$ cat src/rtl/osd_pkg.sv
// Shared OSD definitions: command codes, default SPI ID byte, receiver state
// encoding and the byte-bus payload.
package osd_pkg;

  localparam logic [7:0] OSD_CMD_ENABLE = 8'd1;
  localparam logic [7:0] OSD_CMD_TILE   = 8'd2;
  localparam logic [7:0] OSD_ID_DEFAULT = 8'h5A;

  typedef enum logic [1:0] {
    WAIT_IDLE,
    IDLE,
    SHIFT
  } rx_state_e;

  typedef struct packed {
    logic       start;
    logic [7:0] data;
  } osd_byte_t;

endpackage

$ cat src/rtl/osd_sync_edge.sv
// Multi-stage synchroniser for an asynchronous pin, followed by a registered
// edge detector. level, rise and fall change on the same clock edge.
module osd_sync_edge #(
  parameter int STAGES = 2
) (
  input  logic clk,
  input  logic reset,
  input  logic din,
  output logic level,
  output logic rise,
  output logic fall
);

  logic [STAGES-1:0] sync;

  always_ff @(posedge clk or negedge reset) begin
    if (!reset) begin
      sync  <= '0;
      level <= 1'b0;
      rise  <= 1'b0;
      fall  <= 1'b0;
    end else begin
      sync  <= {sync[STAGES-2:0], din};
      level <= sync[STAGES-1];
      rise  <= sync[STAGES-1] & ~level;
      fall  <= ~sync[STAGES-1] & level;
    end
  end

endmodule

$ cat src/rtl/osd_spi_rx.sv
// SPI mode-0 slave front end for the OSD: oversampled pins, byte assembly,
// ID/echo on MISO and a one-cycle strobe onto the OSD byte bus.
module osd_spi_rx
  import osd_pkg::*;
#(
  parameter int         SYNC_STAGES = 2,
  parameter logic [7:0] ID_BYTE     = OSD_ID_DEFAULT
) (
  input  logic       clk,
  input  logic       reset,
  input  logic       spi_ss_n,
  input  logic       spi_sck,
  input  logic       spi_mosi,
  output logic       spi_miso,
  output logic       spi_miso_oe,
  output logic       data_out_strobe,
  output logic       data_out_start,
  output logic [7:0] data_out,
  output logic       frame_active,
  output logic       frame_abort
);

  logic sck_rise, sck_fall, sck_level_unused;
  logic ss_level, ss_rise, ss_fall;
  logic [SYNC_STAGES-1:0] mosi_sync;
  logic mosi_s;

  osd_sync_edge #(.STAGES(SYNC_STAGES)) u_sck (
    .clk(clk), .reset(reset), .din(spi_sck),
    .level(sck_level_unused), .rise(sck_rise), .fall(sck_fall)
  );

  osd_sync_edge #(.STAGES(SYNC_STAGES)) u_ss (
    .clk(clk), .reset(reset), .din(spi_ss_n),
    .level(ss_level), .rise(ss_rise), .fall(ss_fall)
  );

  // mosi changes on sck falling, so it is stable well around the detected rise
  always_ff @(posedge clk or negedge reset) begin
    if (!reset) mosi_sync <= '0;
    else        mosi_sync <= {mosi_sync[SYNC_STAGES-2:0], spi_mosi};
  end
  assign mosi_s = mosi_sync[SYNC_STAGES-1];

  rx_state_e state, state_n;
  logic [2:0] cnt, cnt_n;
  logic [7:0] rx, rx_n, tx, tx_n;
  logic       first_flag, first_n;
  osd_byte_t  out_q, out_n;
  logic       strobe_n, abort_n;
  logic [7:0] rx_shifted;
  logic       byte_done;

  always_ff @(posedge clk or negedge reset) begin
    if (!reset) begin
      state           <= WAIT_IDLE;
      cnt             <= '0;
      rx              <= '0;
      tx              <= '0;
      first_flag      <= 1'b1;
      out_q           <= '0;
      data_out_strobe <= 1'b0;
      frame_abort     <= 1'b0;
    end else begin
      state           <= state_n;
      cnt             <= cnt_n;
      rx              <= rx_n;
      tx              <= tx_n;
      first_flag      <= first_n;
      out_q           <= out_n;
      data_out_strobe <= strobe_n;
      frame_abort     <= abort_n;
    end
  end

  assign rx_shifted = {rx[6:0], mosi_s};
  assign byte_done  = sck_rise && (cnt == 3'd7);

  always_comb begin
    state_n  = state;
    cnt_n    = cnt;
    rx_n     = rx;
    tx_n     = tx;
    first_n  = first_flag;
    out_n    = out_q;
    strobe_n = 1'b0;
    abort_n  = 1'b0;
    case (state)
      WAIT_IDLE: if (ss_level) state_n = IDLE;
      IDLE: begin
        if (ss_fall) begin
          state_n = SHIFT;
          first_n = 1'b1;
          cnt_n   = '0;
          tx_n    = ID_BYTE;
        end
      end
      SHIFT: begin
        if (sck_rise) begin
          rx_n  = rx_shifted;
          cnt_n = cnt + 3'd1;
          if (byte_done) begin
            strobe_n = 1'b1;
            out_n    = '{start: first_flag, data: rx_shifted};
            first_n  = 1'b0;
            tx_n     = rx_shifted;
          end
        // the fall right after a byte boundary would drop the echo's MSB
        end else if (sck_fall && cnt != 3'd0) begin
          tx_n = {tx[6:0], 1'b0};
        end
        if (ss_rise) begin
          state_n = IDLE;
          cnt_n   = '0;
          tx_n    = '0;
          abort_n = !byte_done && (cnt != 3'd0 || sck_rise);
        end
      end
      default: state_n = WAIT_IDLE;
    endcase
  end

  assign frame_active   = (state == SHIFT);
  assign spi_miso_oe    = frame_active;
  assign spi_miso       = frame_active & tx[7];
  assign data_out       = out_q.data;
  assign data_out_start = out_q.start;

endmodule
$ cat config.mk
export PLATFORM = sky130hd
export DESIGN_NAME = osd_spi_rx
export DESIGN_NICKNAME = d
export VERILOG_FILES = /design/src/rtl/osd_pkg.sv /design/src/rtl/osd_sync_edge.sv /design/src/rtl/osd_spi_rx.sv
export SDC_FILE = /design/constraint.sdc
export NUM_CORES = 1
export LEC_CHECK = 0
export CAP_MARGIN = 20
export CORE_ASPECT_RATIO = 2
export CORE_MARGIN = 1
export CORE_UTILIZATION = 59
export CTS_CLUSTER_DIAMETER = 200
export DETAILED_ROUTE_END_ITERATION = 12
export GPL_TIMING_DRIVEN = 0
export PLACE_DENSITY = 0.82
export SKIP_CTS_REPAIR_TIMING = 1
export SYNTH_ARGS = -nofsm -noshare
export SYNTH_HDL_FRONTEND = slang
export SYNTH_HIERARCHICAL = 1
export SYNTH_SLANG_ARGS = --single-unit
$ cat constraint.sdc
create_clock -name clk -period 5.85 [get_ports clk]
set_input_delay 1.17 -clock clk [delete_from_list [all_inputs] [get_ports clk]]
set_output_delay 1.17 -clock clk [all_outputs]
set_load 0.1 [all_outputs]
==> Word level (Yosys, flattened, before mapping) <==
Cells that the tools add are included.
{ "classes": {"mux": 23, "n_mul": 0, "bitwise_logic": 9, "eq_ne": 11, "n_div": 0, "shifts": 0, "n_reduce_logical": 14, "order_cmp": 0, "n_addsub": 1} }
{ "op_table": {"columns": ["op", "count"], "rows": [
  ["2-to-1 mux 8 bit", 5],
  ["case mux 8 bit (2 select lines)", 1],
  ["!= test 2 x 1 -> 1 bit (second input constant)", 5],
  ["2-to-1 mux 3 bit", 3],
  ["AND reduction 3 bit", 3],
  ["2-to-1 mux 1 bit", 8],
  ["AND reduction 4 bit", 2],
  ["2-to-1 mux 2 bit", 3],
  ["case mux 2 bit (3 select lines)", 1],
  ["case mux 3 bit (2 select lines)", 1],
  ["AND 1 bit", 5],
  ["!= test 4 x 1 -> 1 bit (second input constant)", 1],
  ["!= test 4 x 3 -> 1 bit (second input constant)", 1],
  ["NOT 1 bit", 4],
  ["adder 3 x 1 -> 3 bit (second input constant)", 1],
  ["equality test 3 bit (second input constant)", 1],
  ["logical AND 1 bit", 3],
  ["!= test 3 x 1 -> 1 bit (second input constant)", 1],
  ["nonzero test 3 bit", 1],
  ["equality test 2 x 1 -> 1 bit (second input constant)", 1],
  ["equality test 2 bit (second input constant)", 1],
  ["logical NOT 2 bit", 1],
  ["case mux 1 bit (2 select lines)", 1],
  ["AND reduction 2 bit", 1],
  ["other kinds (3)", 3]
]} }
{ "totals": {"latchBits": 0, "ram_bits": 0, "romBits": 0, "out_inout_bits": 14, "memories": 0, "regBits": 44, "in_bits": 5} }

==> Logic depth before layout (Yosys ltp) <==
Gate-level depths: netlist of run 1.
{ "depth": {"word_depth": 6, "mapped_depth": 8} }

==> Hierarchy <==
The synthesis of run 1 kept the hierarchy.
{ "modules_own_cells": {"columns": ["module", "instances", "area_each_um2", "seq_area_each_um2", "cells_per_inst"], "rows": [
  ["osd_spi_rx", 1, 1591.5, 852.1, 123],
  ["osd_sync_edge", 2, 140.1, 125.1, 7]
]} }

==> Least setup slack after synthesis of run 1 <==
Ideal clock, no wire load.
{ "synth_timing": {"path_kind": "reg-to-output", "start": "register state[0]", "end": "output spi_miso", "t_arrival_ns": 2.414, "path_buffers": 1, "path_stages_with_launch": 5, "path_slack_ns": 2.266, "path_cell_list": "dfrtp_1 inv_1 ha_1 clkbuf_1 and2_1"} }
{ "synth_between": {"elab_chain_len": 2} }
{ "synth_rtl": {"columns": ["item", "line", "rtl"], "rows": [
  ["start, declared", "osd_spi_rx.sv:45", "rx_state_e state, state_n;"],
  ["start signal, assigned", "osd_spi_rx.sv:65", "state <= state_n;"],
  ["equality test 2 bit", "osd_spi_rx.sv:123", "assign frame_active = (state == SHIFT);"],
  ["named net frame_active", "osd_spi_rx.sv:19", "output logic frame_active,"],
  ["AND 1 bit", "osd_spi_rx.sv:125", "assign spi_miso = frame_active & tx[7];"],
  ["end, declared", "osd_spi_rx.sv:14", "output logic spi_miso,"]
]} }
The timed path passes the listed nets, and every way through them passes these cells.

==> Final worst setup path of run 1 <==
{ "layout_timing": {"start": "register state[0]", "end": "output spi_miso"} }
{ "layout_between": {"elab_chain_len": 2} }
{ "layout_rtl": {"columns": ["item", "line"], "rows": [
  ["equality test 2 bit", "osd_spi_rx.sv:123"],
  ["AND 1 bit", "osd_spi_rx.sv:125"]
]} }
No other way between the ends.

==> results of run 1 <==
==> layout by cell type, fill, tap and decap left out, types with 2 or more instances in the layout <==
| master | n |
|---|---|
| mux2_4 | 8 |
| and2b_2 | 2 |
| mux2_2 | 16 |
| mux2i_1 | 7 |
| dfrtp_1 | 43 |
| buf_2 | 2 |
| clkdlybuf4s50_1 | 17 |
| inv_1 | 6 |
| clkbuf_8 | 6 |
| o21ai_0 | 9 |
| nand2_1 | 7 |
| nor2_1 | 6 |
| nand2b_1 | 3 |
| nor3b_1 | 2 |
| buf_6 | 2 |
| clkinv_2 | 2 |
| ha_1 | 7 |
| a31oi_1 | 2 |
| nor2b_1 | 2 |
==> final timing paths <==
kind	to	slack [ns]	cells after the start
setup / recovery	spi_miso	1.90	5
hold / removal	mosi_sync[1]	0.34	0
setup reg to reg	tx[3]	3.63	8
hold reg to reg	mosi_sync[1]	0.34	0
max in group asynchronous	first_flag	4.47	2
min in group asynchronous	state[0]	0.82	1
==> area by class of cell <==
cell class	instances	area (µm²)	area share
buffer	5	38.8	0.0176
clock buffer	6	82.6	0.0375
multi-input combinational	82	708	0.321
sequential	44	1100	0.500
tap	30	37.5	0.0170
clock inverter	2	10.0	0.00454
inverter	6	22.5	0.0102
timing repair buffer	19	203	0.0919
==> state kept, by name, summed over array words and instances, names as in the netlist <==
name             flops
cnt                  3
data_out             8
data_out_start       1
data_out_strobe      1
first_flag           1
frame_abort          1
mosi_sync            2
rx                   7
state                2
tx                   8
u_sck/fall           1
u_sck/level          1
u_sck/rise           1
u_sck/sync           2
u_ss/fall            1
u_ss/level           1
u_ss/rise            1
u_ss/sync            2
==> power groups by stage <==
stage	logic, mW	registers (mW)	clock network, mW
after floorplan	0.189	0.373	0
after global placement	0.225	0.378	0
after detailed placement	0.239	0.381	0
after CTS	0.240	0.376	0.196
after global routing	0.260	0.382	0.207
final	0.240	0.376	0.190
==> kinds of logic after synthesis <==
family | after synthesis
fa+ha+maj | 7
simple gates | 27
compound gates | 17
mux | 31
flops | 44
buf+inv | 11
==> metrics by stage <==
stage / util / total power, mW / hold WS, ns / worst slack (ns) / instance area [µm²]
2_1_floorplan: - / 0.561 / 0.331 / 2.27 / 1870
3_3_place_gp: 0.702 / 0.603 / 0.335 / 2.29 / 2090
3_5_place_dp: 0.709 / 0.620 / 0.341 / 2.24 / 2110
4_1_cts: 0.740 / 0.812 / 0.355 / 1.92 / 2200
5_1_grt: 0.740 / 0.849 / 0.349 / 1.76 / 2200
6_report: 0.740 / 0.806 / 0.344 / 1.90 / 2200
==> per-layer routing <==
| metal | vias to the layer above | share of wire | track usage |
|---|---|---|---|
| met1 | 574 | 0.39 | 0.243 |
| met5 | - | 0 | 0 |
| met3 | 5 | 0.033 | 0.0484 |
| met4 | 0 | 0.021 | 0.119 |
| met2 | 27 | 0.55 | 0.361 |
| li1 | 522 | - | - |
==> cells in the mapped netlist <==
| library cell | instances |
|---|---|
| nor3b_1 | 2 |
| buf_6 | 2 |
| nor2b_1 | 2 |
| dfrtp_1 | 43 |
| buf_2 | 1 |
| nand3_1 | 1 |
| a21o_1 | 1 |
| buf_4 | 1 |
| o2111a_1 | 1 |
| a21oi_1 | 1 |
| a211oi_1 | 1 |
| and2b_2 | 2 |
| or4_1 | 1 |
| ha_1 | 7 |
| nand2b_1 | 3 |
| nand2_1 | 7 |
| nor3_1 | 1 |
| mux2i_1 | 7 |
| mux2_2 | 16 |
| dfstp_2 | 1 |
| mux2_4 | 8 |
| o21ai_0 | 9 |
| and2_1 | 1 |
| and2b_1 | 1 |
| clkbuf_1 | 1 |
| o221ai_1 | 1 |
| nor2_1 | 6 |
| inv_1 | 6 |
| a31oi_1 | 2 |
| o41ai_1 | 1 |
==> flow_metrics.py, run 1 <==
metrics = {
    "detailed_routing": {
        "drt-initial-drc-count": 26,
        "ant_nets": 0,
        "drc": 0,
        "drtPass1Iterations": 4,
        "drt-total-wl_um": 3170,
        "wl_per_cell_um": 16.3,
        "via_per_inst": 5.81,
        "vias": 1128,
    },
    "synthesis": {
        "syn_inst": 137,
        "syn_nets": 149,
        "synth_top_area_frac": 0.575,
        "synth_xor_area_frac": 0,
        "synthMuxAreaShare": 0.198,
        "synth-adder-area-share": 0.0468,
        "synth_area_per_cell_um2": 13.7,
        "synth_simple_gate_area_frac": 0.0769,
        "synth_top_family_by_area": "multiplexers",
        "yosys.area.top_type": "dfrtp_1",
        "yosysWarnings": 6,
        "ys_ff_latch": 44,
        "synth.area.top_cells": "dfrtp_1 (57%), mux2_2 (9.6%), mux2_4 (6.4%)",
        "synth_cell_types": 30,
        "syn_area_um2": 1870,
        "seq_area_frac_synth": 0.589,
        "synth_compound_area_frac": 0.0568,
    },
    "die": {
        "die-area_um2": 3420,
        "die_h_um": 81.7,
        "die_x_um": 41.8,
        "ios": 19,
        "initial_utilization": 0.629,
        "row_count": 28,
        "core_area_um2": 2980,
    },
    "placement": {
        "io_buffers": 18,
        "place_congestion": 0.792,
        "post-dp-hpwl_um": 2190,
        "place_inst": 186,
    },
    "critical_path": {
        "cp_slowest_stage_delay_ns": 1.12,
        "crit_chain": "inv_1 > ha_1 > clkbuf_1 > and2_1 > clkdlybuf4s50_1",
        "crit_path_end_kind": "primary output",
        "crit_required_ns": 4.68,
        "path_delay_family": "buffers and inverters",
        "crit_buf_inv": 3,
        "worst-path-max-fanout": 10,
        "cp-startpoint": "state[0]",
        "worstSetupStartpointType": "register",
        "slowest_stage": "clkdlybuf4s50_1",
        "worstSetupPathType": "reg2out",
        "worstPathArrival_ns": 2.78,
        "reg2reg_from": "state[0]",
    },
    "clocking": {
        "cts_buffers": 5,
        "path_clk_slew_ns": 0.08,
        "cts_max_level": 2,
        "cts-root-buf": "clkbuf_8",
        "clock_latency_ns": 0.29,
        "clock_path_buffers": 2,
        "cts_tree": "done",
        "clock-sinks": 44,
    },
    "global_routing": {
        "grt_pass1_vias": 1162,
        "overflow": 0,
        "grt.total_usage": 0.212,
        "grt_first_pass_wirelength_um": 5250,
        "antenna_found_initial": 0,
        "grt_start_max_net_pins": 27,
    },
    "worst_hold_path": {
        "min_from": "mosi_sync[0]",
        "hold_class": "reg2reg",
    },
    "power_and_ir_drop": {
        "internal_power_uw": 546,
        "p_clk_frac": 0.235,
        "power.density_nw_per_um2": 366,
        "switchingPower_uw": 261,
        "swShare": 0.323,
        "seqPwrFrac": 0.467,
        "p_leak_nw": 1.08,
        "combPwrFrac": 0.298,
        "vdd_drop_max_mv": 0.308,
    },
    "sta": {
        "period_share": 0.674,
        "fin_crit_ns": 3.95,
        "max_freq_mhz": 253,
        "grt_setup_unrepaired": "false",
        "final_hold_viol_count": 0,
        "worst_slew_pin_slew_ns": 0.988,
        "clock_skew_ns": 0.00925,
        "setup_violations": 0,
        "final-max-slew-violation-count": 0,
        "tns_ns": 0,
        "relSlewSlack": 0.340,
    },
    "final_layout": {
        "fin_cells": 194,
        "nFillCells": 206,
        "syn_to_final_growth_pct": 17.8,
        "nets": 175,
        "final_layout_size_suffix_gt1_frac": 0.250,
        "antennaDiodeCount": 0,
    },
    "run": {
        "max-cap-violations": 0,
    },
    "status": {
        "status": "completed",
    },
}
Power figures use the tool's default switching activity.
==> run 2: changes to the inputs <==
Settings changed: CORE_UTILIZATION 59 to 50, PLACE_DENSITY 0.82 to 0.74.
Clock period 5.85 ns to 3.4 ns, I/O delays scaled along.
==> run 2 against run 1 <==
Net effect:
- register-to-register slack worse by 2.4 ns
- largest cell class unchanged
- cell count up 9.8%
- sequential share of layout area fell by 0.73 points
- highest routed layer unchanged
- count of clock-buffer cells in the layout increased by 1
- hold slack improved by 0.0015 ns
- critical endpoint unchanged
- via count shrank 1.8%
- die area rose by 17%
- utilization down 12 points
==> flow_metrics.py, run 2 (synthesis results as in run 1) <==
metrics = {
    "detailed_routing": {
        "wl_per_cell_um": 14.3,
        "drt-total-wl_um": 3040,
        "drtPass1Iterations": 4,
        "vias": 1108,
        "drc": 0,
        "via_per_inst": 5.20,
        "ant_nets": 0,
        "drt-initial-drc-count": 15,
    },
    "critical_path": {
        "slowest_stage": "dlymetal6s2s_1",
        "crit_buf_inv": 3,
        "crit_required_ns": 2.72,
        "worstPathArrival_ns": 2.34,
        "cp_slowest_stage_delay_ns": 0.73,
        "crit_path_end_kind": "primary output",
        "worstSetupStartpointType": "register",
        "worst-path-max-fanout": 10,
        "worstSetupPathType": "reg2out",
        "crit_chain": "inv_1 > ha_1 > clkbuf_1 > and2_1 > dlymetal6s2s_1",
        "path_delay_family": "buffers and inverters",
    },
    "power_and_ir_drop": {
        "internal_power_uw": 995,
        "switchingPower_uw": 438,
        "p_clk_frac": 0.269,
        "combPwrFrac": 0.282,
        "seqPwrFrac": 0.449,
        "power.density_nw_per_um2": 641,
        "swShare": 0.306,
        "vdd_drop_max_mv": 0.499,
        "p_leak_nw": 1.09,
    },
    "global_routing": {
        "grt.total_usage": 0.185,
        "grt_first_pass_wirelength_um": 5200,
        "antenna_found_initial": 0,
        "grt_pass1_vias": 1147,
        "overflow": 0,
        "grt_start_max_net_pins": 45,
    },
    "clocking": {
        "clock_latency_ns": 0.29,
        "clock-sinks": 44,
        "cts_max_level": 2,
        "cts_buffers": 5,
        "cts_tree": "done",
        "clock_path_buffers": 2,
        "path_clk_slew_ns": 0.08,
        "cts-root-buf": "clkbuf_8",
    },
    "final_layout": {
        "fin_cells": 213,
        "utilization": 0.620,
        "layout_common_cells": "dfrtp_1 (43), mux2_2 (16), clkdlybuf4s50_1 (16)",
        "ff_latch_area_um2": 1100,
        "final_common_cell": "dfrtp_1",
        "nets": 175,
        "final_layout_size_suffix_gt1_frac": 0.238,
        "nFillCells": 290,
        "antennaDiodeCount": 0,
        "syn_to_final_growth_pct": 19.5,
        "multi_input_area_um2": 708,
    },
    "sta": {
        "tns_ns": 0,
        "period_share": 0.890,
        "timing.hold.ws_ns": 0.346,
        "worst_slew_pin_slew_ns": 0.976,
        "final-max-slew-violation-count": 0,
        "setup_ws_ns": 0.375,
        "clock_skew_ns": 0.0105,
        "max_freq_mhz": 331,
        "fin_crit_ns": 3.02,
        "grt_setup_unrepaired": "false",
        "relSlewSlack": 0.347,
        "setup_violations": 0,
        "final_hold_viol_count": 0,
    },
    "placement": {
        "io_buffers": 18,
        "post-dp-hpwl_um": 2140,
        "place_inst": 205,
        "place_ws_ns": 0.274,
        "place_congestion": 0.811,
    },
    "die": {
        "ios": 19,
        "die_x_um": 45.3,
        "initial_utilization": 0.519,
        "row_count": 31,
        "die_h_um": 88.5,
        "core_area_um2": 3610,
        "die-area_um2": 4010,
    },
    "worst_hold_path": {
        "hold_class": "in2async",
    },
    "status": {
        "status": "completed",
    },
    "run": {
        "max-cap-violations": 0,
    },
}
## run 2: changes by cell type in the layout (fill, tap and decap cells not counted)
cell             previous run  this run
dlymetal6s2s_1              0         1
clkbuf_1                    1         3
bufinv_16                   0         1
clkinv_2                    2         0
buf_16                      1         0
clkbuf_8                    6         5
clkdlybuf4s50_1            17        16
buf_12                      0         1
## run 2: routing by layer
metal	part of all wire	routed length, µm	GRT usage
met5	0	0	0
met4	0.023	70	0.110
met1	0.41	1230	0.226
met3	0.027	81	0.0469
met2	0.54	1660	0.287
## run 2: layout make-up
type | count | area share
sequential | 44 | 0.493
multi-input combinational | 82 | 0.317
timing repair buffer | 19 | 0.0884
clock buffer | 7 | 0.0341
tap | 49 | 0.0274
buffer | 5 | 0.0173
clock inverter | 1 | 0.0134
inverter | 6 | 0.0101
## run 2: power by group through the flow
stage	Combinational, mW	Clock (mW)	Sequential [mW]
global placement	0.389	0	0.650
CTS	0.410	0.403	0.644
floorplan	0.325	0	0.641
finish	0.405	0.385	0.644
detailed placement	0.409	0	0.655
global route	0.445	0.427	0.655
## run 2: metrics by stage
| stage | total power, mW | instance area, µm² |
|---|---|---|
| final | 1.43 | 2240 |
| after global routing | 1.53 | 2240 |
| after CTS | 1.46 | 2230 |
| after detailed placement | 1.06 | 2130 |
| after global placement | 1.04 | 2110 |
| after floorplan | 0.966 | 1870 |
## run 2: worst reg2reg max path: cells and delay by family (launching register included)
kind / cells / cell delay, ns
fa+ha+maj: 1 / 0.27
simple gates: 2 / 0.66
compound gates: 1 / 0.05
buf+inv: 3 / 0.39
mux: 1 / 0.30
flops: 1 / 0.39
## run 2: path summary, 6_finish.rpt
kind                                from       endpoint  slack, ns  cells past startpoint
max                             state[0]       spi_miso       0.38                      5
max in group asynchronous          reset     first_flag       2.78                      2
min reg2reg                u_sck/sync[0]  u_sck/sync[1]       0.35                      0
min                                reset       state[1]       0.35                      2
min in group clk           u_sck/sync[0]  u_sck/sync[1]       0.35                      0
max reg2reg                     state[0]          tx[0]       1.21                      8
==> run 3: changes to the inputs <==
Settings changed: PLACE_DENSITY 0.74 to 0.77.
==> run 3 against run 2 <==
Net effect:
- setup slack got worse by 0.038 ns
- register-to-register slack got worse by 0.03 ns
- critical path depth did not move
- critical path type unchanged
- clock skew rose by 0.0023 ns
- utilization fell by 0.52 points
- critical endpoint unchanged
- largest power group unchanged
- combinational power rose by 1%
==> flow_metrics.py, run 3 (synthesis results as in run 1) <==
metrics = {
    "status": {
        "status": "completed",
    },
    "clocking": {
        "clock_latency_ns": 0.30,
        "clock_path_buffers": 2,
        "clock-sinks": 44,
        "path_clk_slew_ns": 0.08,
        "cts-root-buf": "clkbuf_8",
        "cts_buffers": 5,
        "cts_tree": "done",
        "cts_max_level": 2,
    },
    "global_routing": {
        "overflow": 0,
        "grt.total_usage": 0.186,
        "antenna_found_initial": 0,
        "grt_pass1_vias": 1218,
        "grt_start_max_net_pins": 45,
        "grt_first_pass_wirelength_um": 5230,
    },
    "sta": {
        "relSlewSlack": 0.348,
        "clock_skew_ns": 0.0128,
        "grt_setup_unrepaired": "false",
        "fin_crit_ns": 3.06,
        "setup_violations": 0,
        "worst_slew_pin_slew_ns": 0.975,
        "period_share": 0.901,
        "setup_ws_ns": 0.337,
        "tns_ns": 0,
        "final-max-slew-violation-count": 0,
        "max_freq_mhz": 326,
        "final_hold_viol_count": 0,
    },
    "final_layout": {
        "nFillCells": 295,
        "multi_input_area_um2": 708,
        "final_common_cell": "dfrtp_1",
        "final_layout_size_suffix_gt1_frac": 0.239,
        "ff_latch_area_um2": 1100,
        "layout_common_cells": "dfrtp_1 (43), mux2_2 (16), clkdlybuf4s50_1 (16)",
        "utilization": 0.615,
        "syn_to_final_growth_pct": 18.5,
        "final_area_um2": 2220,
        "antennaDiodeCount": 0,
        "nets": 174,
    },
    "worst_hold_path": {
        "min_from": "mosi_sync[0]",
        "hold_depth": 0,
        "hold_end": "mosi_sync[1]",
        "hold_class": "reg2reg",
    },
    "power_and_ir_drop": {
        "p_leak_nw": 1.09,
        "power.density_nw_per_um2": 648,
        "vdd_drop_max_mv": 0.473,
        "fin_total_pwr_mw": 1.44,
    },
    "critical_path": {
        "crit_required_ns": 2.72,
        "cp-startpoint": "state[0]",
        "reg2reg_from": "state[0]",
        "rr_endpoint": "tx[2]",
        "worst_r2r_path_depth": 8,
        "crit_path_end_kind": "primary output",
        "worst-path-max-fanout": 10,
        "ff2ff_setup_slack_ns": 1.18,
        "worstSetupPathType": "reg2out",
        "worstPathArrival_ns": 2.38,
        "worstSetupStartpointType": "register",
    },
    "detailed_routing": {
        "ant_nets": 0,
        "drt-initial-drc-count": 6,
        "drc": 0,
        "drtPass1Iterations": 4,
        "via_per_inst": 5.40,
        "vias": 1144,
        "wl_per_cell_um": 14.8,
        "drt-total-wl_um": 3140,
    },
    "die": {
        "core_area_um2": 3610,
        "die_x_um": 45.3,
        "ios": 19,
        "row_count": 31,
        "initial_utilization": 0.519,
        "die-area_um2": 4010,
        "die_h_um": 88.5,
    },
    "placement": {
        "io_buffers": 18,
        "dpl-instance-area_um2": 2110,
        "place_congestion": 0.783,
        "post-dp-hpwl_um": 2220,
        "place_ws_ns": 0.285,
    },
    "run": {
        "max-cap-violations": 0,
    },
}
[run 3: cell count changes in the layout (fill, tap and decap cells not counted), sizes merged]
cell and change:
buf -1, clkinv +1, clkbuf -1
[run 3: layout make-up]
class                   count  share of cell area
flip-flops and latches     44               0.497
multi-input cells          82               0.319
repair buffers             18              0.0801
clock buffers               6              0.0327
well taps                  49              0.0276
plain buffers               5              0.0175
clock inverters             2              0.0158
inverters                   6              0.0102
[run 3: power breakdown]
part           internal (mW)  switching (mW)
Sequential             0.592          0.0530
Clock                  0.218           0.166
Combinational          0.182           0.228
[run 3: how the worst max path moves through the flow]
stage                     to  slack [ns]  cells after the start
global placement    spi_miso        0.30                      5
CTS                 spi_miso       -0.05                      5
finish              spi_miso        0.34                      5
detailed placement  spi_miso        0.28                      5
global route        spi_miso        0.24                      5
floorplan           spi_miso        0.31                      4
[run 3: per-layer routing]
metal / vias to the layer above / GRT usage / part of all wire
met5: - / 0 / 0
met4: 0 / 0.127 / 0.033
met3: 10 / 0.0490 / 0.035
met2: 23 / 0.321 / 0.56
met1: 588 / 0.185 / 0.37
li1: 523 / - / -
[run 3: per-stage QoR]
stage          cells  hold WS [ns]
6_report         212         0.341
5_1_grt          212         0.354
4_1_cts          212         0.350
3_5_place_dp     204         0.336
3_3_place_gp     204         0.335
2_1_floorplan    137         0.331
[run 3: critical path, cell delays in order (launching register included)]
cell and delay [ns]:
dfrtp_1 0.42, inv_1 0.10, ha_1 0.28, clkbuf_1 0.36, and2_1 0.18, dlymetal6s2s_1 0.73
